### src/rtl/alu181_chk_pkg.sv
// Shared types and the 74S181 golden function model for the sweep checker.
// The model follows the active-high datasheet function table.
package alu181_chk_pkg;

    typedef enum logic [2:0] {
        IDLE,
        DRIVE,
        SETTLE,
        CHECK,
        DONE
    } state_t;

    localparam int VEC_W = 14;
    localparam logic [VEC_W-1:0] LAST_VEC = 14'h3FFF;

    typedef struct packed {
        logic [3:0] f;
        logic       x;
        logic       y;
        logic       cout_n;
        logic       aeb;
    } alu_resp_t;

    function automatic alu_resp_t alu181_golden(
        input logic [3:0] s,
        input logic       m,
        input logic       cin_n,
        input logic [3:0] a,
        input logic [3:0] b
    );
        logic [3:0] p;
        logic [3:0] g;
        logic [3:0] h;
        logic [4:0] c;
        alu_resp_t  r;
        // The slice adds p + g + carry; g is always a subset of p.
        p = a | (b & {4{s[0]}}) | (~b & {4{s[1]}});
        g = (a & ~b & {4{s[2]}}) | (a & b & {4{s[3]}});
        h = p & ~g;
        c[0] = ~cin_n;
        for (int i = 0; i < 4; i++) begin
            c[i+1] = g[i] | (p[i] & c[i]);
        end
        r.f = m ? ~h : (h ^ c[3:0]);
        r.x = ~(&p);
        r.y = ~(g[3] | (p[3] & g[2]) | (p[3] & p[2] & g[1])
              | (p[3] & p[2] & p[1] & g[0]));
        r.cout_n = ~c[4];
        r.aeb = &r.f;
        return r;
    endfunction

endpackage

### src/rtl/alu181_golden_ref.sv
// Combinational 74S181 reference built on the package golden function.
// Usable on its own as a drop-in behavioural slice.
module alu181_golden_ref
    import alu181_chk_pkg::*;
(
    input  logic [3:0] s,
    input  logic       m,
    input  logic       cin_n,
    input  logic [3:0] a,
    input  logic [3:0] b,
    output logic [3:0] f,
    output logic       x,
    output logic       y,
    output logic       cout_n,
    output logic       aeb
);

    alu_resp_t r;

    assign r = alu181_golden(s, m, cin_n, a, b);
    assign {f, x, y, cout_n, aeb} = r;

endmodule

### config.mk
export PLATFORM = sky130hd
export DESIGN_NAME = alu181_golden_ref
export DESIGN_NICKNAME = d
export VERILOG_FILES = /design/src/rtl/alu181_chk_pkg.sv /design/src/rtl/alu181_golden_ref.sv
export SDC_FILE = /design/constraint.sdc
export NUM_CORES = 1
export LEC_CHECK = 0
export CORE_AREA = 2 2 39 41
export DETAILED_ROUTE_END_ITERATION = 10
export DIE_AREA = 0 0 41 43
export SLEW_MARGIN = 40
export SYNTH_ARGS = -nofsm -noshare
export SYNTH_HDL_FRONTEND = slang
export SYNTH_SLANG_ARGS = --single-unit
### constraint.sdc
create_clock -name vclk -period 2.7
set_clock_uncertainty 0.05 [all_clocks]
set_input_delay 0.675 -clock vclk [all_inputs]
set_output_delay 0.675 -clock vclk [all_outputs]
set_load 0.005 [all_outputs]
==> results.txt, run 1 <==
* CP bufs+invs: 5
- After clock tree synthesis, the flow added hold-fix buffers numbering 0.
* Detailed-route vias per instance: 4.92
- The library cell used most frequently in the layout, excluding fill and tap cells, is sky130_fd_sc_hd__buf_4.
* Crit share post-route: 113%
* Slew Limit Headroom: 82.4%
- Seq. cell area: 0 um^2
- Counting every instance in the synthesized netlist gives 47.
* NumNets Final: 113
* Post-detailed-route DRC marker count: 0
- In this run the cell area of the synthesized design comes to 358 um^2.
- Number of fillers in the final layout: 110
- Critical Path Stages: 10
- With fillers left out, the area of the finished cells amounts to 922 um^2.
* Final worst setup slack: -348 ps
- Most frequent cells in the layout: sky130_fd_sc_hd__buf_4, sky130_fd_sc_hd__buf_2, sky130_fd_sc_hd__buf_6, sky130_fd_sc_hd__dlygate4sd2_1
- The core region is 1380 um^2.
* Wire length of the first global-routing pass: 2.51 mm
- Total detailed-routing wirelength: 1.51 mm
- Final min period: 3050 ps
- STA classifies the critical path endpoint as a primary output.
- Cell count of the worst hold path: 4
- Worst Path Class, Setup: in2out
* Failing checks: setup timing
- During synthesis, Yosys emitted a total of 0 warnings.
- Net Sw Power: 0.0809 mW
- Number of pins exceeding their max-slew limit in the final report: 0
- Compared with the post-synthesis result, the final layout area differs by 158%.
- The number of antenna violations at the first check in global routing was 0.
* Switching Share: 40.8%
- Sequential element share of the synthesized area: 0%
- Once detail routing completed, the nets flagged for antenna violations numbered 0.
- Setup repair after global routing missed its margin: yes
* Highest cell delay on the worst timing path: 370 ps
- Internal power: 0.117 mW
- Series of cell instances along the critical path: buf_2 > mux2_4 > and2_4 > o311a_4 > buf_6 > a2111oi_4 > buf_4 > buf_4 > nor4b_4 > buf_2
* Number of search-and-repair iterations in the first detailed-routing pass: 4
* Share of cells above drive strength 1: 63.9%
- Entering global routing, the biggest net connects 7 pins.
- Sequential group share of total power: 0%
- Setup violations remaining at the end of the flow were counted as 5.
- The placed instances occupy a cell area of 732 um^2.
* Max Fclk: 328 MHz
- Diode count: 0
* Peak supply drop: 130 uV
* DR vias: 556
- At the pin with the least slew margin, the transition time is 264 ps.
- In this run the count of I/O pins placed on the die edge is 22.
* Result of the run: finished with violations
- Total Power: 0.198 mW
- Max-cap violations in this run came to 0.
* Slowest stage cell on the critical path: sky130_fd_sc_hd__o311a_4
- In the finished design the tool counted flip-flops and latches totalling 0.
- The most critical setup path has its startpoint at s[3].
- In this run, the combinational gates consume 100.0% of the power.
- Broken down by cell family, the worst path's largest delay share belongs to buffers and inverters.
- Biggest fanout along the worst timing path: 5
* DR iter-0 viols: 7
- For the worst setup path, the data arrival time is 2320 ps.
- Avg Synthesized Cell Area: 7.61 um^2
- Total global routing track utilization: 19.3%
* Power per cell area: 215 nW/um^2
* Standby leakage power: 0.422 nW
- STA puts the critical path data required time at 1980 ps.
- Clock tree buffer count of the final layout: 0
* Startpoint class of the critical path: primary input
- Y dimension of the die: 43 um
* Floorplan die area: 1760 um^2
- Number of unique standard cell types used by synthesis: 25
- Path type of the worst min-delay path: in2out
* Final Hold Vio Count: 0
* Final estimated routing congestion in global placement: 0.887
- Die width: 41 um
- Number of buffer cells added on primary ports: 22
- The initial utilization of the core area, before any placement, comes to 25.9%.
- HPWL reported at the end of detailed placement: 990 um
- The clock network accounts for 0% of the total power.
* Vias in the first global route: 582
- The worst hold path begins at a[3].
- For this run the aggregate overflow at the end of global routing stands at 0.
- The floorplan has 14 rows.
- The number of nets in the synthesized netlist is 61.
- In the final routed layout, each cell accounts on average for 13.4 um.
-- synthesized netlist by cell type --
| cell type | number | area share [%] |
|---|---|---|
| sky130_fd_sc_hd__nor4b_2 | 1 | 4.2 |
| sky130_fd_sc_hd__nor2_1 | 4 | 4.2 |
| sky130_fd_sc_hd__a21boi_0 | 1 | 2.1 |
| sky130_fd_sc_hd__xnor2_1 | 1 | 2.4 |
| sky130_fd_sc_hd__mux2i_1 | 4 | 11 |
| sky130_fd_sc_hd__nor2b_1 | 3 | 5.2 |
| sky130_fd_sc_hd__o311a_1 | 2 | 5.6 |
| sky130_fd_sc_hd__o21ba_4 | 1 | 4.5 |
| sky130_fd_sc_hd__a211o_1 | 2 | 4.9 |
| sky130_fd_sc_hd__inv_1 | 2 | 2.1 |
| sky130_fd_sc_hd__o311ai_0 | 1 | 2.4 |
| sky130_fd_sc_hd__xor2_1 | 1 | 2.4 |
| sky130_fd_sc_hd__nand2_1 | 3 | 3.1 |
| sky130_fd_sc_hd__o21ai_0 | 2 | 2.8 |
| sky130_fd_sc_hd__a211oi_1 | 3 | 6.3 |
| sky130_fd_sc_hd__o21bai_1 | 1 | 2.1 |
| sky130_fd_sc_hd__a2111oi_1 | 2 | 5.6 |
| sky130_fd_sc_hd__a2111o_1 | 1 | 3.1 |
| sky130_fd_sc_hd__nand3_1 | 1 | 1.4 |
| sky130_fd_sc_hd__mux2_4 | 1 | 4.2 |
| sky130_fd_sc_hd__and2_1 | 3 | 5.2 |
| sky130_fd_sc_hd__a21oi_1 | 3 | 4.2 |
| sky130_fd_sc_hd__nand2b_1 | 1 | 1.7 |
| sky130_fd_sc_hd__or3b_2 | 1 | 2.4 |
| sky130_fd_sc_hd__mux2_2 | 2 | 6.3 |
-- cell type report --
class | count | area, um^2 | area share [%]
multi-input cells | 45 | 495 | 53.7
inverters | 2 | 7.51 | 0.814
well taps | 16 | 20.0 | 2.17
repair buffers | 50 | 399 | 43.3
-- power by group through the flow --
stage | Sequential, mW | Combinational (mW) | Clock [mW]
floorplan | 0 | 0.0584 | 0
global placement | 0 | 0.153 | 0
detailed placement | 0 | 0.153 | 0
CTS | 0 | 0.176 | 0
global route | 0 | 0.212 | 0
finish | 0 | 0.198 | 0
-- through the flow --
stage | util (%) | TNS (ps) | hold WS [ps] | setup slack (ps) | cells
5_1_grt | 66.6 | -1540 | 1940 | -427 | 113
3_3_place_gp | 52.9 | -6890 | 2440 | -1210 | 102
6_report | 66.6 | -1190 | 1900 | -348 | 113
4_1_cts | 62.5 | -1230 | 1900 | -404 | 110
3_5_place_dp | 52.9 | -6910 | 2460 | -1240 | 102
2_1_floorplan | - | -225 | 1440 | -139 | 47
-- worst min-delay path, cell delays in order --
cell                            delay (ps)
sky130_fd_sc_hd__dlygate4sd2_1         250
sky130_fd_sc_hd__nand2_2               110
sky130_fd_sc_hd__a21boi_1              140
sky130_fd_sc_hd__clkbuf_2              100
-- per-layer routing --
metal  GRT usage, %  wire length, um
met1           23.7              605
met2           34.7              841
met3           1.05               50
met4           3.33               16
met5              0                0
-- path summary, 6_finish.rpt --
| path | to | slack, ps |
|---|---|---|
| setup / recovery | aeb | -350 |
| hold / removal | y | 1900 |
-- repair_timing --
| item | CTS | global route |
|---|---|---|
| setup endpoints to repair | 8 | 8 |
| pin swaps | 17 | 11 |
| buffers inserted | 8 | 3 |
| resized for setup | 82 | 12 |
-- cells by family (layout without fill, tap and decap cells) --
group                     count (synthesis)  in the layout  share of synthesized area, %
and+or+nand+nor                          17             17                          27.6
muxes                                     7              7                          21.7
AOI/OAI and AO/OA                        19             19                          43.7
xor gates and xnor gates                  2              2                          4.90
buffers and inverters                     2             52                          2.10
(Power assumes the default switching activity.)
==> inputs of run 2 (changes only) <==
--- a/config.mk
+++ b/config.mk
@@ -8,6 +8,7 @@
 export CORE_AREA = 2 2 39 41
 export DETAILED_ROUTE_END_ITERATION = 10
 export DIE_AREA = 0 0 41 43
+export GPL_TIMING_DRIVEN = 0
 export SLEW_MARGIN = 40
 export SYNTH_ARGS = -nofsm -noshare
 export SYNTH_HDL_FRONTEND = slang
==> run 2 against run 1 <==
Effect of this change: the flow still finishes with violations (setup timing); die area is the same; design area shrank 14%; power down 13%; largest cell class unchanged; largest power group unchanged.
==> results.txt, run 2 (synthesis results as in run 1) <==
- The placeable core area is 1380 um^2 (unchanged).
- Crit end category: primary output
- Setup repair after global routing missed its margin: yes
- Slew Limit Headroom: 75.4% (-6.9 points)
- Maximum number of pins on one net before global-route repair: 8 (+1)
- Number of antenna violations at the first check in global routing: 0 (unchanged)
- Internal power: 0.0986 mW (-16%)
- Floorplan die area: 1760 um^2 (unchanged)
- The utilization of the core after routing came to 57.5% (-9.1 points).
* Final estimated routing congestion in global placement: 0.762 (-14%)
* Mean routed wirelength per cell: 14.3 um (+6.7%)
- Die width: 41 um (unchanged)
- The count of routing violations after the opening detailed-route iteration came to 2 (-5).
* Net Sw Power: 0.0730 mW (-9.7%)
* Final worst setup slack: -365 ps (-17.0 ps)
* Number of search-and-repair iterations in the first detailed-routing pass: 2 (-2)
- The top-level port count came to 22 (unchanged).
* Diode count: 0 (unchanged)
- Antenna-violating nets left: 0 (unchanged)
- Switching Share: 42.6% (+1.8 points)
- The fraction of layout instances using a drive strength above 1 is 48.7% (-15 points).
* Total detailed-routing wirelength: 1.34 mm (-11%)
- The initial core utilization came to 25.9% (unchanged).
- The worst slack after detailed placement came to -1250 ps (-13.6 ps).
- The row count was 14 (unchanged).
* Startpoint class of the critical path: primary input
- Power per cell area: 216 nW/um^2 (+0.33%)
- The clock share of power is 0% (unchanged).
- Leaving out fill and tap cells, the most frequent cell in the layout is sky130_fd_sc_hd__buf_6.
- Final Hold Vio Count: 0 (unchanged)
- Sequential group share of total power: 0% (unchanged)
* Worst Path Class, Setup: in2out
* Post-Route Setup TNS: -1060 ps (+133 ps)
- Standby leakage power: 0.347 nW (-18%)
- The wire length of the first global-routing pass came to 2.01 mm (-20%).
* Final min period: 3060 ps (+17.0 ps)
* Remaining global-route overflow: 0 (unchanged)
- The post-detailed-route via-to-cell ratio was 5.26 (+6.8%).
- NumNets Final: 94 (-17%)
- The sequential cell count came to 0 (unchanged).
* Failing checks: setup timing
* Peak supply drop: 105 uV (-19%)
* Biggest fanout along the worst timing path: 3 (-2)
* Y dimension of the die: 43 um (unchanged)
- Cts hold-fix bufs: 0 (unchanged)
* Clock tree buffer count of the final layout: 0 (unchanged)
* Number of pins exceeding their max-slew limit in the final report: 0 (unchanged)
* Result of the run: finished with violations
- Most frequent cells in the layout: sky130_fd_sc_hd__buf_6, sky130_fd_sc_hd__buf_4, sky130_fd_sc_hd__dlygate4sd2_1, sky130_fd_sc_hd__buf_2
- Seq. cell area: 0 um^2 (unchanged)
* Max Fclk: 326 MHz (-0.56%)
* Total Power: 0.172 mW (-13%)
- The worst hold path belongs to the class in2out.
- The post-route DRC violation count came to 0 (unchanged).
- The proportion of power drawn by combinational gates was 100.0% (about the same).
- Crit share post-route: 114% (+0.63 points)
- HPWL reported at the end of detailed placement: 835 um (-16%)
* Total global routing track utilization: 15.4% (-3.9 points)
- Measured slew at the worst slew-check pin: 368 ps (+103 ps)
- The arrival time of data at the critical path endpoint is 2340 ps (+20 ps).
- Total of max-cap violations: 0 (unchanged)
- Number of buffer cells added on primary ports: 22 (unchanged)
* DR vias: 494 (-11%)
- From synthesis to final layout, the design area changed by 122%.
- The via count of the first global-routing pass was 475 (-18%).
* WP data required: 1980 ps (about the same)
- Setup-violating endpoint count in the final report: 5 (unchanged)
## run 2: cell count changes in the layout (fill, tap and decap cells not counted), sizes merged
cell           delta
buf              -21
clkdlybuf4s15     +2
dlygate4sd2       -2
dlymetal6s2s      +2
## run 2: area by class of cell
class              instances  area (um^2)
multi-input cells         45          473
fillers                  121          588
repair buffers            31          295
well taps                 16         20.0
inverters                  2         7.51
## run 2: metal layers
metal	part of all wire, %	up-vias	GRT usage (%)
met2	54	13	25.9
met4	1.1	0	0.667
met5	0	-	0
li1	-	249	-
met3	3.3	2	1.05
met1	42	230	21.7
## run 2: path summary, 6_finish.rpt
path                  from  end  slack [ps]  cells past startpoint
worst max-delay path  b[0]  aeb        -360                      7
worst min-delay path  s[0]    y        1840                      4
## run 2: critical path: stages
cell	delay, ps
sky130_fd_sc_hd__buf_8	100
sky130_fd_sc_hd__mux2_4	300
sky130_fd_sc_hd__o21ba_4	240
sky130_fd_sc_hd__o311a_4	320
sky130_fd_sc_hd__o311a_4	330
sky130_fd_sc_hd__nor4b_4	230
sky130_fd_sc_hd__buf_2	140
## run 2: timing repair
item / in CTS / in global routing
buffers inserted: 8 / 2
gates resized for setup: 71 / 21
setup endpoints to repair: 8 / 8
pin swaps: 11 / 9
## run 2: per-stage QoR
stage | hold slack (ps) | cell area (um^2) | instances
2_1_floorplan | 1440 | 364 | 47
3_3_place_gp | 2340 | 604 | 85
3_5_place_dp | 2340 | 604 | 85
4_1_cts | 1870 | 716 | 93
5_1_grt | 1890 | 796 | 94
6_report | 1840 | 796 | 94
## run 2: power groups by stage
stage          clock, mW  combinational, mW  sequential (mW)
2_1_floorplan          0             0.0584                0
3_3_place_gp           0              0.127                0
3_5_place_dp           0              0.126                0
4_1_cts                0              0.147                0
5_1_grt                0              0.185                0
6_report               0              0.172                0
